===== src/rtl/obj_motion_ctl_if.sv =====
// Load channel and position/status bus between game logic and one motion engine.
interface obj_motion_ctl_if #(
  parameter int unsigned XW = 11,
  parameter int unsigned YW = 10,
  parameter int unsigned VW = 6
);
  logic          load_valid;
  logic          load_ready;
  logic [XW-1:0] load_x;
  logic [YW-1:0] load_y;
  logic [VW-1:0] load_vx;
  logic [VW-1:0] load_vy;
  logic [XW-1:0] pos_x;
  logic [YW-1:0] pos_y;
  logic [VW-1:0] vel_x;
  logic [VW-1:0] vel_y;
  logic          pos_valid;
  logic [3:0]    hit;

  // Game logic side: issues loads, consumes position updates.
  modport master (
    output load_valid, load_x, load_y, load_vx, load_vy,
    input  load_ready, pos_x, pos_y, vel_x, vel_y, pos_valid, hit
  );

  // Motion engine side.
  modport slave (
    input  load_valid, load_x, load_y, load_vx, load_vy,
    output load_ready, pos_x, pos_y, vel_x, vel_y, pos_valid, hit
  );
endinterface


===== src/rtl/obj_motion_ctl.sv =====
// Per-sprite position engine: one clamp/bounce/wrap motion step per frame tick.
module obj_motion_ctl #(
  parameter int unsigned SCREEN_W = 1024,
  parameter int unsigned SCREEN_H = 768,
  parameter int unsigned XW       = 11,
  parameter int unsigned YW       = 10,
  parameter int unsigned VW       = 6
) (
  input  logic              clk,
  input  logic              rst_n,
  input  logic              frame_tick,
  input  logic [1:0]        mode,
  input  logic [XW-1:0]     obj_w,
  input  logic [YW-1:0]     obj_h,
  output logic              tick_overrun,
  obj_motion_ctl_if.slave   bus
);

  localparam int unsigned XS = XW + 1;
  localparam int unsigned YS = YW + 1;

  localparam logic [1:0] M_BOUNCE = 2'd1;
  localparam logic [1:0] M_WRAP   = 2'd2;
  localparam logic [1:0] M_FREEZE = 2'd3;

  typedef enum logic [1:0] {IDLE, STEP_X, STEP_Y} state_t;

  state_t        state;
  logic [1:0]    mode_q;
  logic [XW-1:0] w_q;
  logic [YW-1:0] h_q;
  logic [1:0]    hit_x_q;

  // Largest legal top-left coordinate; oversized objects pin to 0.
  function automatic logic [XW-1:0] lim_x(input logic [XW-1:0] w);
    return (w >= XW'(SCREEN_W)) ? '0 : XW'(SCREEN_W) - w;
  endfunction

  function automatic logic [YW-1:0] lim_y(input logic [YW-1:0] h);
    return (h >= YW'(SCREEN_H)) ? '0 : YW'(SCREEN_H) - h;
  endfunction

  // Velocity reversal; the most negative value has no positive twin, so saturate.
  function automatic logic [VW-1:0] neg_sat(input logic [VW-1:0] v);
    return (v == {1'b1, {(VW-1){1'b0}}}) ? {1'b0, {(VW-1){1'b1}}} : -v;
  endfunction

  logic [XW-1:0]        max_x, new_x, ld_max_x, ld_x;
  logic [YW-1:0]        max_y, new_y, ld_max_y, ld_y;
  logic [VW-1:0]        new_vx, new_vy;
  logic signed [XS-1:0] nx, wx, lx_s;
  logic signed [YS-1:0] ny, wy, ly_s;
  logic                 lo_x, hi_x, lo_y, hi_y;

  // X-axis step result from the latched mode/width.
  always_comb begin
    max_x  = lim_x(w_q);
    lx_s   = $signed({1'b0, max_x});
    nx     = $signed({1'b0, bus.pos_x}) + XS'($signed(bus.vel_x));
    lo_x   = nx[XW];
    hi_x   = !nx[XW] && (nx > lx_s);
    wx     = nx;
    new_vx = bus.vel_x;
    if (mode_q == M_WRAP) begin
      if (lo_x)      wx = nx + lx_s + $signed(XS'(1));
      else if (hi_x) wx = nx - lx_s - $signed(XS'(1));
      new_x = wx[XW] ? '0 : ((wx > lx_s) ? max_x : wx[XW-1:0]);
    end else begin
      new_x = lo_x ? '0 : (hi_x ? max_x : nx[XW-1:0]);
      if ((mode_q == M_BOUNCE) && (lo_x || hi_x)) new_vx = neg_sat(bus.vel_x);
    end
  end

  // Y-axis step result from the latched mode/height.
  always_comb begin
    max_y  = lim_y(h_q);
    ly_s   = $signed({1'b0, max_y});
    ny     = $signed({1'b0, bus.pos_y}) + YS'($signed(bus.vel_y));
    lo_y   = ny[YW];
    hi_y   = !ny[YW] && (ny > ly_s);
    wy     = ny;
    new_vy = bus.vel_y;
    if (mode_q == M_WRAP) begin
      if (lo_y)      wy = ny + ly_s + $signed(YS'(1));
      else if (hi_y) wy = ny - ly_s - $signed(YS'(1));
      new_y = wy[YW] ? '0 : ((wy > ly_s) ? max_y : wy[YW-1:0]);
    end else begin
      new_y = lo_y ? '0 : (hi_y ? max_y : ny[YW-1:0]);
      if ((mode_q == M_BOUNCE) && (lo_y || hi_y)) new_vy = neg_sat(bus.vel_y);
    end
  end

  // Loaded position is clamped against the live object size.
  always_comb begin
    ld_max_x = lim_x(obj_w);
    ld_max_y = lim_y(obj_h);
    ld_x     = (bus.load_x > ld_max_x) ? ld_max_x : bus.load_x;
    ld_y     = (bus.load_y > ld_max_y) ? ld_max_y : bus.load_y;
  end

  // Step sequencer, load handling and all registered outputs.
  always_ff @(posedge clk or negedge rst_n) begin
    if (!rst_n) begin
      state          <= IDLE;
      mode_q         <= '0;
      w_q            <= '0;
      h_q            <= '0;
      hit_x_q        <= '0;
      tick_overrun   <= 1'b0;
      bus.load_ready <= 1'b0;
      bus.pos_x      <= '0;
      bus.pos_y      <= '0;
      bus.vel_x      <= '0;
      bus.vel_y      <= '0;
      bus.pos_valid  <= 1'b0;
      bus.hit        <= '0;
    end else begin
      bus.pos_valid <= 1'b0;
      case (state)
        IDLE: begin
          bus.load_ready <= 1'b1;
          if (bus.load_valid && bus.load_ready) begin
            bus.pos_x    <= ld_x;
            bus.pos_y    <= ld_y;
            bus.vel_x    <= bus.load_vx;
            bus.vel_y    <= bus.load_vy;
            bus.hit      <= '0;
            tick_overrun <= 1'b0;
          end else if (frame_tick) begin
            mode_q <= mode;
            w_q    <= obj_w;
            h_q    <= obj_h;
            if (mode == M_FREEZE) begin
              bus.pos_valid <= 1'b1;
              bus.hit       <= '0;
            end else begin
              state          <= STEP_X;
              bus.load_ready <= 1'b0;
            end
          end
        end
        STEP_X: begin
          if (frame_tick) tick_overrun <= 1'b1;
          bus.pos_x <= new_x;
          bus.vel_x <= new_vx;
          hit_x_q   <= {lo_x, hi_x};
          state     <= STEP_Y;
        end
        STEP_Y: begin
          if (frame_tick) tick_overrun <= 1'b1;
          bus.pos_y      <= new_y;
          bus.vel_y      <= new_vy;
          bus.hit        <= {lo_y, hi_y, hit_x_q};
          bus.pos_valid  <= 1'b1;
          bus.load_ready <= 1'b1;
          state          <= IDLE;
        end
        default: state <= IDLE;
      endcase
    end
  end

endmodule


===== src/flat_wrapper.sv =====
// flat-port wrapper written by rule: the top's interface ports become plain ports
module obj_motion_ctl_flat 
#(
  parameter int unsigned SCREEN_W = 1024,
  parameter int unsigned SCREEN_H = 768,
  parameter int unsigned XW       = 11,
  parameter int unsigned YW       = 10,
  parameter int unsigned VW       = 6
)
  (clk, rst_n, frame_tick, mode, obj_w, obj_h, tick_overrun, bus_load_valid, bus_load_x, bus_load_y, bus_load_vx, bus_load_vy, bus_load_ready, bus_pos_x, bus_pos_y, bus_vel_x, bus_vel_y, bus_pos_valid, bus_hit);
  obj_motion_ctl_if #(.XW(XW), .YW(YW), .VW(VW)) bus_i ();
  input  logic clk;
  input  logic rst_n;
  input  logic frame_tick;
  input  logic [1:0] mode;
  input  logic [XW-1:0] obj_w;
  input  logic [YW-1:0] obj_h;
  output logic tick_overrun;
  input wire logic [$bits(bus_i.load_valid)-1:0] bus_load_valid;
  input wire logic [$bits(bus_i.load_x)-1:0] bus_load_x;
  input wire logic [$bits(bus_i.load_y)-1:0] bus_load_y;
  input wire logic [$bits(bus_i.load_vx)-1:0] bus_load_vx;
  input wire logic [$bits(bus_i.load_vy)-1:0] bus_load_vy;
  output wire logic [$bits(bus_i.load_ready)-1:0] bus_load_ready;
  output wire logic [$bits(bus_i.pos_x)-1:0] bus_pos_x;
  output wire logic [$bits(bus_i.pos_y)-1:0] bus_pos_y;
  output wire logic [$bits(bus_i.vel_x)-1:0] bus_vel_x;
  output wire logic [$bits(bus_i.vel_y)-1:0] bus_vel_y;
  output wire logic [$bits(bus_i.pos_valid)-1:0] bus_pos_valid;
  output wire logic [$bits(bus_i.hit)-1:0] bus_hit;
  assign bus_i.load_valid = bus_load_valid;
  assign bus_i.load_x = bus_load_x;
  assign bus_i.load_y = bus_load_y;
  assign bus_i.load_vx = bus_load_vx;
  assign bus_i.load_vy = bus_load_vy;
  assign bus_load_ready = bus_i.load_ready;
  assign bus_pos_x = bus_i.pos_x;
  assign bus_pos_y = bus_i.pos_y;
  assign bus_vel_x = bus_i.vel_x;
  assign bus_vel_y = bus_i.vel_y;
  assign bus_pos_valid = bus_i.pos_valid;
  assign bus_hit = bus_i.hit;
  obj_motion_ctl #(.SCREEN_W(SCREEN_W), .SCREEN_H(SCREEN_H), .XW(XW), .YW(YW), .VW(VW)) u_core (.clk(clk), .rst_n(rst_n), .frame_tick(frame_tick), .mode(mode), .obj_w(obj_w), .obj_h(obj_h), .tick_overrun(tick_overrun), .bus(bus_i));
endmodule

===== config.mk =====
export PLATFORM = sky130hd
export DESIGN_NAME = obj_motion_ctl_flat
export DESIGN_NICKNAME = d
export VERILOG_FILES = /design/src/rtl/obj_motion_ctl_if.sv /design/src/rtl/obj_motion_ctl.sv /design/src/flat_wrapper.sv
export SDC_FILE = /design/constraint.sdc
export NUM_CORES = 1
export LEC_CHECK = 0
export ABC_AREA = 1
export CORE_MARGIN = 3
export CORE_UTILIZATION = 32
export DETAILED_ROUTE_END_ITERATION = 12
export PLACE_DENSITY = 0.55
export SYNTH_ARGS = -nofsm -noshare
export SYNTH_HDL_FRONTEND = slang
export SYNTH_SLANG_ARGS = --single-unit

===== constraint.sdc =====
create_clock -name clk -period 5.1 [get_ports clk]
set_input_delay 1.02 -clock clk [delete_from_list [all_inputs] [get_ports clk]]
set_output_delay 1.02 -clock clk [all_outputs]
set_load 0.02 [all_outputs]

==> key figures <==
Synthesis
  – Area leader, netlist: nand2_1
  – Synthesized flop and latch total: 67
  – Yosys Warn Count: 0
  – Synth cell types: 50
  – FFs w/ async S/R, synth: 100%
  – Post-synth top area share: 17.1%
  – Largest cells by area after synthesis: nand2_1, dfrtp_1, ha_1
  – EDFF count, synth: 0
  – Post-Syn Nets: 1,757
  – Top FF cell, synth: dfrtp_1
  – Synth Area per Inst: 6.24 um^2
  – Post-Syn Area: 9820 um^2
  – Sequential area share after synthesis: 17.1%
  – Cells after synthesis: 1,574

Cells and area
  – Fin util: 42.7%
  – Ant diodes: 0
  – Area grow syn2layout: 30.1%
  – Most frequent cells in the layout: nand2_1, inv_1, nand3_1, nor2_1, buf_4
  – Final #Nets: 1,934
  – Share of cells above drive strength 1: 16.5%
  – FILL cells: 3,172
  – Commonest non-fill, non-tap cell in the layout: nand2_1

Placed design
  – Routability cong.: 0.995
  – DP HPWL: 31.4 mm
  – Port Buffers: 99

Die
  – Initial core utilization: 32.8%
  – Die width: 181 um
  – Row Count: 63
  – # IOs: 100
  – Die area: 32,800 um^2
  – Core Region: 30,000 um^2
  – Die height: 181 um

Global route
  – GR Overflow Total: 0
  – Initial antenna violation count: 0
  – Vias in the first global route: 10,200
  – Pin count of the biggest net entering global routing: 47
  – Global-route wire length before repair: 57.6 mm
  – Total GRT Usage: 22.1%

Setup path
  – Crit start category: flip-flop
  – CP Data Required Time: 5.35 ns
  – Crit. End Element: flip-flop
  – Critical path buffers and inverters: 4
  – Cell family with most CP delay: simple AND/OR/NAND/NOR gates
  – Max FO, Critical Path: 8
  – Arrival @ worst endpoint: 5.10 ns
  – Crit-path slowest cell: dfrtp_2
  – CP dominant cell by count: nand2_1
  – Crit Path Class: flip-flop to flip-flop
  – Critical Path Max Stage Delay: 0.44 ns

Flow run
  – Max-cap violations: 0

Drt
  – Final antenna-violating net count: 0
  – Drt total wl: 38.0 mm
  – Vias: 11,000
  – DRT iter0 DRCs: 986
  – Avg WL per Cell: 17.7 um
  – DRT Pass-1 Iters: 5
  – DR vias/cell: 5.11
  – # DRC: 0

STA
  – Fin Clk Skew: 0.0170 ns
  – Final count of negative-setup-slack endpoints: 0
  – Slew at the pin closest to its max-slew limit: 0.787 ns
  – Pins Over Slew Limit: 0
  – Slew margin rel.: 47.4%
  – Min cycle time layout: 4.85 ns
  – Fmax: 206 MHz
  – Final Hold Vio Count: 0
  – Final worst path period share: 95.1%

Clock tree
  – Root Buffer: clkbuf_16
  – Clock-pin slew on the worst setup and hold paths: 0.07 ns
  – Clock sink total: 67
  – Longest Clk Path Bufs: 2
  – CTS tree: yes
  – H-tree depth: 3
  – Num CTS Buffers: 9
  – Worst-Skew Late Latency: 0.36 ns

Hold path
  – Hold Path Class: flip-flop to flip-flop

Status
  – Status: complete, no violations
worst register-to-register path, delay by kind of cell, from the launching register on:
kind / cells / cell delay, ns
buffers and inverters: 4 / 0.35
and+or+nand+nor: 26 / 2.05
DFF: 1 / 0.44
AOI/OAI and AO/OA: 3 / 0.48
xor gates and xnor gates: 1 / 0.28
adders and majority gates: 4 / 1.15
cell usage after synthesis (all sizes together) (2+ instances only):
library cell / n
a21oi: 98
clkbuf: 18
a21o: 4
o21a: 7
nand3b: 2
o31ai: 4
o221ai: 8
nand4: 28
mux2: 2
o211ai: 3
nand2: 468
dfrtp: 67
a31oi: 12
fa: 6
or2: 10
nor2: 125
nor3b: 2
and3: 2
o21bai: 7
inv: 234
o21ai: 109
nor4: 4
xor2: 38
nor3: 16
ha: 117
nand3: 149
xnor2: 6
buf: 19
a21boi: 2
stage by stage:
stage               TNS [ns]  instance area, um^2  setup slack, ns  hold WS [ns]  cells
CTS                        0                12100          0.00976         0.497   2134
detailed placement    -0.726                11800           -0.118         0.480   2118
floorplan                  0                 9820            0.297         0.453   1574
finish                     0                12800            0.251         0.493   2146
global placement      -0.198                11800          -0.0544         0.477   2118
global route          -0.625                12800          -0.0901         0.516   2146
final cells by class:
class / instances / area, um^2 / share of cell area [%]
multi-input combinational: 1237 / 7630 / 59.7
clock buffer: 9 / 225 / 1.76
clock inverter: 7 / 76.3 / 0.597
sequential: 67 / 1690 / 13.2
inverter: 234 / 881 / 6.89
timing repair buffer: 202 / 1790 / 14.0
tap: 390 / 488 / 3.82
routing by layer:
layer  vias up  global-route usage (%)  part of all wire [%]
met5         -                       0                     0
met4         0                    5.30                   2.0
met3        38                    3.58                   7.1
met2       390                    34.2                    44
met1      5063                    32.0                    47
li1       5482                       -                     -
kinds of logic after synthesis:
logic type      Yosys count  synth area share [%]
compound gates          259                  14.9
xor+xnor                 44                  3.92
fa+ha+maj               123                  16.1
buf+inv                 271                  11.1
flops                    67                  17.1
mux                       2                 0.229
simple gates            808                  36.6
flip-flops by register name, summed over array words and instances, names as in the netlist, 4 cells and up:
register and flops:
u_core.bus.vel_y 6, u_core.bus.hit 4, u_core.bus.vel_x 6, u_core.bus.pos_x 11
u_core.w_q 11, u_core.bus.pos_y 10, u_core.h_q 10
what timing repair did:
item,4_1_cts,5_1_grt
setup buffers,0,11
hold buffers,0,0
pin swaps,0,21
resized for setup,2,109
gates cloned,0,1
setup endpoints to repair,10,21
path summary, 6_finish.rpt:
check,startpoint,end,slack (ns),cells after the start
setup / recovery,u_core.bus.vel_x[0],u_core.bus.pos_x[4],0.25,38
setup reg to reg,u_core.bus.vel_x[0],u_core.bus.pos_x[4],0.25,38
min in group asynchronous,rst_n,u_core.bus.vel_y[0],0.56,1
hold / removal,u_core.h_q[1],u_core.h_q[1],0.49,2
max in group asynchronous,rst_n,u_core.bus.pos_x[1],3.56,2
hold reg to reg,u_core.h_q[1],u_core.h_q[1],0.49,2
Power is not shown: default switching activity piles up to over one toggle a cycle in this logic, so the estimate is an artifact.
